<file path="src/rtl/mem_arb_pkg.sv">
`default_nettype none
// ============================================================================
// Module      : mem_arb_pkg
// Description : Shared definitions for the memory port arbiter. Holds the
//               arbiter state encoding, the poison word returned on aborted
//               accesses, the default wait limit and the wait-counter width.
// Revision    : 1.0 - initial release
// ============================================================================
package mem_arb_pkg;

    typedef enum logic [1:0] {
        IDLE   = 2'd0,
        D_WAIT = 2'd1,
        I_WAIT = 2'd2,
        RESP   = 2'd3
    } arb_state_t;

    // Returned to the CPU in place of real data when memory never answers
    localparam logic [31:0] C_POISON          = 32'hDEADBEEF;
    localparam int          C_TIMEOUT_DEFAULT = 255;
    // Wide enough for the largest legal wait limit (65535)
    localparam int          C_CNT_W           = 16;

endpackage
`default_nettype wire

</file>
<file path="src/rtl/mem_arb_timeout.sv">
`default_nettype none
// ============================================================================
// Module      : mem_arb_timeout
// Description : Wait-cycle counter for one memory access. Cleared to zero by
//               i_clr, advanced by i_en. o_expire flags the cycle in which the
//               count would reach LIMIT, i.e. the LIMIT-th unanswered cycle.
// Ports       : clk, rst_n (async, active low), i_clr, i_en, o_expire
// Revision    : 1.0 - initial release
// ============================================================================
module mem_arb_timeout
    import mem_arb_pkg::*;
#(
    parameter int LIMIT = C_TIMEOUT_DEFAULT,
    parameter int CNT_W = C_CNT_W
) (
    input  logic clk,
    input  logic rst_n,
    input  logic i_clr,
    input  logic i_en,
    output logic o_expire
);

    localparam logic [CNT_W-1:0] C_LAST = CNT_W'(LIMIT - 1);

    logic [CNT_W-1:0] r_cnt;

    assign o_expire = i_en && (r_cnt == C_LAST);

    always_ff @(posedge clk or negedge rst_n) begin
        if (!rst_n) begin
            r_cnt <= '0;
        end else if (i_clr) begin
            r_cnt <= '0;
        end else if (i_en) begin
            r_cnt <= r_cnt + 1'b1;
        end
    end

endmodule
`default_nettype wire

</file>
<file path="src/rtl/mem_port_arbiter.sv">
`default_nettype none
// ============================================================================
// Module      : mem_port_arbiter
// Description : Shares a single-ported memory between the CPU data port
//               (port 0, read/write) and the instruction-fetch port (port 1,
//               read-only). Requests of one CPU cycle are served data first,
//               then fetch; stall is held until both are done, then dropped
//               for one RESP cycle. Unanswered accesses are aborted after
//               TIMEOUT wait cycles, return 32'hDEADBEEF and set timeout_err.
// Ports       : clock, reset (async, active low)
//               CRead0/CWrite0/CAddr0/CWriteData0/CReadData0 - data port
//               CRead1/CAddr1/CReadData1                     - fetch port
//               stall                                        - CPU stall
//               MRead/MWrite/MAddr/MWriteData/MReadData/MReady - memory
//               timeout_err                                  - sticky abort
// Options     : MEM_ARB_PERF_EN adds perf_stall_cycles, perf_data_grants and
//               perf_fetch_grants (32-bit, wrapping) output counters.
// Revision    : 1.0 - initial release
// ============================================================================
module mem_port_arbiter
    import mem_arb_pkg::*;
#(
    parameter int ADDR_W  = 32,
    parameter int DATA_W  = 32,
    parameter int TIMEOUT = C_TIMEOUT_DEFAULT
) (
    input  logic              clock,
    input  logic              reset,
    input  logic              CRead0,
    input  logic              CWrite0,
    input  logic [ADDR_W-1:0] CAddr0,
    input  logic [DATA_W-1:0] CWriteData0,
    output logic [DATA_W-1:0] CReadData0,
    input  logic              CRead1,
    input  logic [ADDR_W-1:0] CAddr1,
    output logic [DATA_W-1:0] CReadData1,
    output logic              stall,
    output logic              MRead,
    output logic              MWrite,
    output logic [ADDR_W-1:0] MAddr,
    output logic [DATA_W-1:0] MWriteData,
    input  logic [DATA_W-1:0] MReadData,
    input  logic              MReady,
    output logic              timeout_err
`ifdef MEM_ARB_PERF_EN
    ,
    output logic [31:0]       perf_stall_cycles,
    output logic [31:0]       perf_data_grants,
    output logic [31:0]       perf_fetch_grants
`endif
);

    localparam logic [DATA_W-1:0] C_POISON_W = DATA_W'(C_POISON);

    arb_state_t        r_state;
    arb_state_t        w_state_nxt;
    logic [ADDR_W-1:0] r_addr;
    logic [DATA_W-1:0] r_wdata;
    logic              r_op_write;
    logic              r_d_done;
    logic              r_i_done;

    logic w_data_req;
    logic w_in_wait;
    logic w_cnt_en;
    logic w_cnt_clr;
    logic w_expire;
    logic w_done;

    assign w_data_req = CRead0 | CWrite0;
    assign w_in_wait  = (r_state == D_WAIT) || (r_state == I_WAIT);
    assign w_cnt_en   = w_in_wait && !MReady;
    // A ready or aborted access leaves its wait state, so clearing on
    // completion leaves the counter at zero for the next wait state.
    assign w_done     = w_in_wait && (MReady || w_expire);
    assign w_cnt_clr  = !w_in_wait || w_done;
    assign MWriteData = r_wdata;

    mem_arb_timeout #(
        .LIMIT (TIMEOUT),
        .CNT_W (C_CNT_W)
    ) u_timeout (
        .clk      (clock),
        .rst_n    (reset),
        .i_clr    (w_cnt_clr),
        .i_en     (w_cnt_en),
        .o_expire (w_expire)
    );

    always_comb begin
        w_state_nxt = r_state;
        stall       = 1'b0;
        MRead       = 1'b0;
        MWrite      = 1'b0;
        MAddr       = '0;
        case (r_state)
            IDLE: begin
                // Gated by reset so the CPU is released while reset is held
                stall = reset && (w_data_req || CRead1);
                if (w_data_req && !r_d_done) begin
                    w_state_nxt = D_WAIT;
                end else if (CRead1 && !r_i_done) begin
                    w_state_nxt = I_WAIT;
                end
            end
            D_WAIT: begin
                stall  = 1'b1;
                MWrite = r_op_write;
                MRead  = !r_op_write;
                MAddr  = r_addr;
                if (w_done) begin
                    w_state_nxt = (CRead1 && !r_i_done) ? I_WAIT : RESP;
                end
            end
            I_WAIT: begin
                stall = 1'b1;
                MRead = 1'b1;
                MAddr = CAddr1;
                if (w_done) begin
                    w_state_nxt = RESP;
                end
            end
            RESP: begin
                w_state_nxt = IDLE;
            end
            default: begin
                w_state_nxt = IDLE;
            end
        endcase
    end

    always_ff @(posedge clock or negedge reset) begin
        if (!reset) begin
            r_state     <= IDLE;
            r_addr      <= '0;
            r_wdata     <= '0;
            r_op_write  <= 1'b0;
            r_d_done    <= 1'b0;
            r_i_done    <= 1'b0;
            CReadData0  <= '0;
            CReadData1  <= '0;
            timeout_err <= 1'b0;
        end else begin
            r_state <= w_state_nxt;
            if ((r_state == IDLE) && w_data_req) begin
                r_addr     <= CAddr0;
                r_wdata    <= CWriteData0;
                // Write takes priority over a simultaneous read
                r_op_write <= CWrite0;
            end
            if ((r_state == D_WAIT) && w_done) begin
                r_d_done <= 1'b1;
                if (MReady) begin
                    if (!r_op_write) begin
                        CReadData0 <= MReadData;
                    end
                end else begin
                    CReadData0  <= C_POISON_W;
                    timeout_err <= 1'b1;
                end
            end
            if ((r_state == I_WAIT) && w_done) begin
                r_i_done <= 1'b1;
                if (MReady) begin
                    CReadData1 <= MReadData;
                end else begin
                    CReadData1  <= C_POISON_W;
                    timeout_err <= 1'b1;
                end
            end
            if (r_state == RESP) begin
                r_d_done <= 1'b0;
                r_i_done <= 1'b0;
            end
        end
    end

`ifdef MEM_ARB_PERF_EN
    always_ff @(posedge clock or negedge reset) begin
        if (!reset) begin
            perf_stall_cycles <= '0;
            perf_data_grants  <= '0;
            perf_fetch_grants <= '0;
        end else begin
            if (stall) begin
                perf_stall_cycles <= perf_stall_cycles + 32'd1;
            end
            if ((w_state_nxt == D_WAIT) && (r_state != D_WAIT)) begin
                perf_data_grants <= perf_data_grants + 32'd1;
            end
            if ((w_state_nxt == I_WAIT) && (r_state != I_WAIT)) begin
                perf_fetch_grants <= perf_fetch_grants + 32'd1;
            end
        end
    end
`endif

endmodule
`default_nettype wire

</file>
<file path="config.mk">
export PLATFORM = sky130hd
export DESIGN_NAME = mem_port_arbiter
export DESIGN_NICKNAME = d
export VERILOG_FILES = /design/src/rtl/mem_arb_pkg.sv /design/src/rtl/mem_arb_timeout.sv /design/src/rtl/mem_port_arbiter.sv
export SDC_FILE = /design/constraint.sdc
export NUM_CORES = 1
export LEC_CHECK = 0
export CAP_MARGIN = 10
export CORE_UTILIZATION = 44
export DETAILED_ROUTE_END_ITERATION = 8
export GPL_TIMING_DRIVEN = 0
export PLACE_DENSITY = 0.81
export REMOVE_ABC_BUFFERS = 1
export SYNTH_ARGS = -nofsm -noshare
export SYNTH_HDL_FRONTEND = slang
export SYNTH_SLANG_ARGS = --single-unit
</file>
<file path="constraint.sdc">
create_clock -name clock -period 2.5 [get_ports clock]
set_input_delay 0.25 -clock clock [delete_from_list [all_inputs] [get_ports clock]]
set_output_delay 0.25 -clock clock [all_outputs]
set_load 0.01 [all_outputs]
</file>
==> flow_summary.yaml <==
critical_path:
  r2r_setup_slack_ns: 0.16
  reg2reg_from: "r_state[0]$_DFFE_PN0P_"
  cp_slowest_cell: "clkdlybuf4s50_1"
  crit_path_start_kind: "register"
  r2r-end: "CReadData0[4]$_DFFE_PN0P_"
  worst_ep_required_time_ns: 2.25
  crit_path_end_kind: "primary output"
  rr_worst_depth: 7
  path_max_fanout: 10
  crit_path_cell_trace: "inv_2 -> ha_4 -> buf_6 -> a22oi_1 -> nor2b_1 -> clkdlybuf4s50_1"
  critPathTopFamily: "buffers and inverters"
  path_buf_inv: 3
  crit_path_start: "r_state[0]$_DFFE_PN0P_"
  critical_path_class: "reg -> out"
  max_stage_delay_ns: 0.54
  worstPathArrival_ns: 2.17
drt:
  drc: 0
  drtIter0Drc: 255
  antenna_left: 0
  viasPerCell: 5.55
  vias: 5690
  wirelength_um: 20100
  dr.pass1.iters: 5
  routedWlPerCell_um: 19.6
yosys:
  synth_compound_area_share_pct: 16.7
  seq_area_frac_synth_pct: 55.3
  synth_xor_area_share_pct: 1.81
  yosys_warnings: 0
  synth_area_sq_um: 6790
  syn_area_per_cell_sq_um: 11.9
  synthFlopType: "dfrtp_1"
  synth.top_cells.by_area: "dfrtp_1 55%, mux2_2 11%, a22oi_1 3.5%"
  yosysUniqueCellTypes: 41
  synth.mux.area_fraction_pct: 10.6
  async_reset_ff_share_pct: 100
  synthAdderAreaFrac_pct: 1.29
  postSynthCellCount: 572
  synth_edf_count: 0
  yosysTopAreaCellShare_pct: 55.3
  ys_seq_elements: 150
  synth_top_cell_by_area: "dfrtp_1"
  synth_top_family_by_area: "compound AO/OA/AOI/OAI gates"
  synthSimpleGateAreaFrac_pct: 10.9
sta:
  rsz0062_at_grt: "false"
  tns_ns: 0
  slew_headroom_pct: 39.3
  max_freq_ghz: 0.413
  clock_skew_ns: 0.00934
  setup_viol: 0
  tightest_slew_ns: 0.907
  min_period_ns: 2.42
  period_share_pct: 96.9
  finalMaxSlewViolations: 0
  holdWs_ns: -0.171
  finalHoldViolations: 73
clock_tree:
  clock_latency_ns: 0.42
  clockRootBuffer: "clkbuf_16"
  clk_pin_slew_ns: 0.06
  cts_buffer_depth: 2
  cts_buffers: 17
  cts_sinks: 150
  cts_tree: "done"
  cts_max_level: 4
run_status:
  violations: "negative hold slack"
  status: "finished, violations left"
global_route:
  grt_overflow: 0
  antenna_found_initial: 0
  grt_pass1_vias: 6061
  grt_pass1_wl_um: 32000
  grt_max_degree: 79
  grt_usage_pct: 26.2
placement:
  io_buffer_count: 265
  place_area_sq_um: 9650
  place_congestion: 0.834
  dpl.hpwl_um: 13500
die:
  die-area_sq_um: 15900
  die_x_um: 126
  core_sq_um: 15100
  num_rows: 45
  ios: 266
  die_h_um: 126
  initial_core_util_pct: 44.8
power:
  power_leakage_nw: 4.35
  p_per_area_nw_per_um2: 1340
  ir_drop_v: 0.000703
layout:
  final_area_sq_um: 10500
  final_util_pct: 69.2
  syn_to_final_growth_pct: 54.2
  layout-drive-gt1-share_pct: 15.0
  antenna_cells: 0
  layout.nets: 966
run:
  max-cap-violations: 0
min_path:
  hold_class: "in -> async"
-- kinds of logic (layout without fill, tap and decap cells) --
logic type      Yosys count  after routing
simple gates            141            141
fa+ha+maj                 7              7
xor+xnor                 14             14
compound gates          144            144
buf+inv                  52            318
mux                      64             64
flops                   150            150
-- power by group --
part	switching, mW	leakage (nW)	internal [mW]	total, mW
Clock	1.01	0.295	1.65	2.66
Sequential	0.683	1.81	3.50	4.19
Combinational	3.14	2.24	4.06	7.20
-- metrics by stage --
step | worst slack [ns] | power (mW) | std cells | hold WS (ns)
after floorplan | -3.05 | 7.55 | 527 | -0.0456
after global placement | -5.39 | 10.5 | 980 | 0.459
after detailed placement | -1.10 | 11.0 | 986 | 0.317
after CTS | 0.00732 | 14.1 | 1026 | -0.130
after global routing | 0.00196 | 14.8 | 1026 | -0.110
final | 0.0786 | 14.0 | 1026 | -0.171
-- Yosys cell counts, types with 10 or more instances --
cell type  count
dfrtp_1      150
mux2_2        64
nor2b_1       33
a22oi_1       32
clkbuf_1      31
nand2_1       27
nand2b_1      25
nor2_1        25
o31ai_1       25
a2bb2oi_1     24
o22a_1        24
a22o_1        16
nand3_1       10
o21ai_0       10
xnor2_1       10
-- final cells by class --
| cell class | instances | area (sq um) |
|---|---|---|
| Clock buffer | 21 | 470 |
| Clock inverter | 11 | 149 |
| Fill cell | 1042 | 4670 |
| Inverter | 7 | 28.8 |
| Multi-Input combinational cell | 370 | 2870 |
| Sequential cell | 150 | 3760 |
| Tap cell | 188 | 235 |
| Timing Repair Buffer | 279 | 2970 |
-- worst max-delay path by stage --
stage                                  to  slack (ns)  cells past startpoint
6_report                        MAddr[29]        0.08                      6
5_1_grt                         MAddr[26]       0.002                      5
4_1_cts                          MAddr[5]       0.007                      5
3_5_place_dp   CReadData0[16]$_DFFE_PN0P_       -1.10                      5
3_3_place_gp   MWriteData[12]$_DFFE_PN0P_       -5.39                      3
2_1_floorplan   MWriteData[0]$_DFFE_PN0P_       -3.05                      2
-- layer usage --
| metal | share of wire (%) | GRT usage [%] | wire length [um] | vias up |
|---|---|---|---|---|
| met1 | 37 | 28.6 | 7500 | 2801 |
| met4 | 3.2 | 13.0 | 651 | 0 |
| li1 | - | - | - | 2581 |
| met5 | 0 | 0 | 0 | - |
| met3 | 9.3 | 10.3 | 1860 | 41 |
| met2 | 50 | 44.5 | 10000 | 267 |
-- flip-flops by register name (all words and copies together), names as in the netlist, named ones only --
register / flops
CReadData0: 32
r_op_write: 1
r_d_done: 1
u_timeout.r_cnt: 16
r_state: 2
r_i_done: 1
CReadData1: 32
r_addr: 32
MWriteData: 32
-- what timing repair did --
| item | in CTS | in global routing |
|---|---|---|
| setup buffers | 8 | 0 |
| resized for setup | 9 | 13 |
| endpoints found under the setup margin | 101 | 53 |
| endpoints found under the hold margin | 73 | 73 |
| pin swaps | 3 | 0 |
-- cells in the final DEF (no fill, tap or decap), types with 9 or more instances in the layout --
| cell | netlist | final |
|---|---|---|
| dfrtp_1 | 150 | 147 |
| nor2b_1 | 33 | 33 |
| o31ai_1 | 25 | 25 |
| nand2_1 | 27 | 26 |
| clkbuf_16 | 0 | 17 |
| o21ai_0 | 10 | 9 |
| a22oi_1 | 32 | 32 |
| mux2_2 | 64 | 64 |
| o22a_1 | 24 | 24 |
| a2bb2oi_1 | 24 | 24 |
| a22o_1 | 16 | 16 |
| nor2_1 | 25 | 25 |
| clkdlybuf4s50_1 | 0 | 256 |
| xnor2_1 | 10 | 10 |
| nand2b_1 | 25 | 25 |
| nand3_1 | 10 | 9 |
Note: power is estimated with default switching activity, not from simulation.
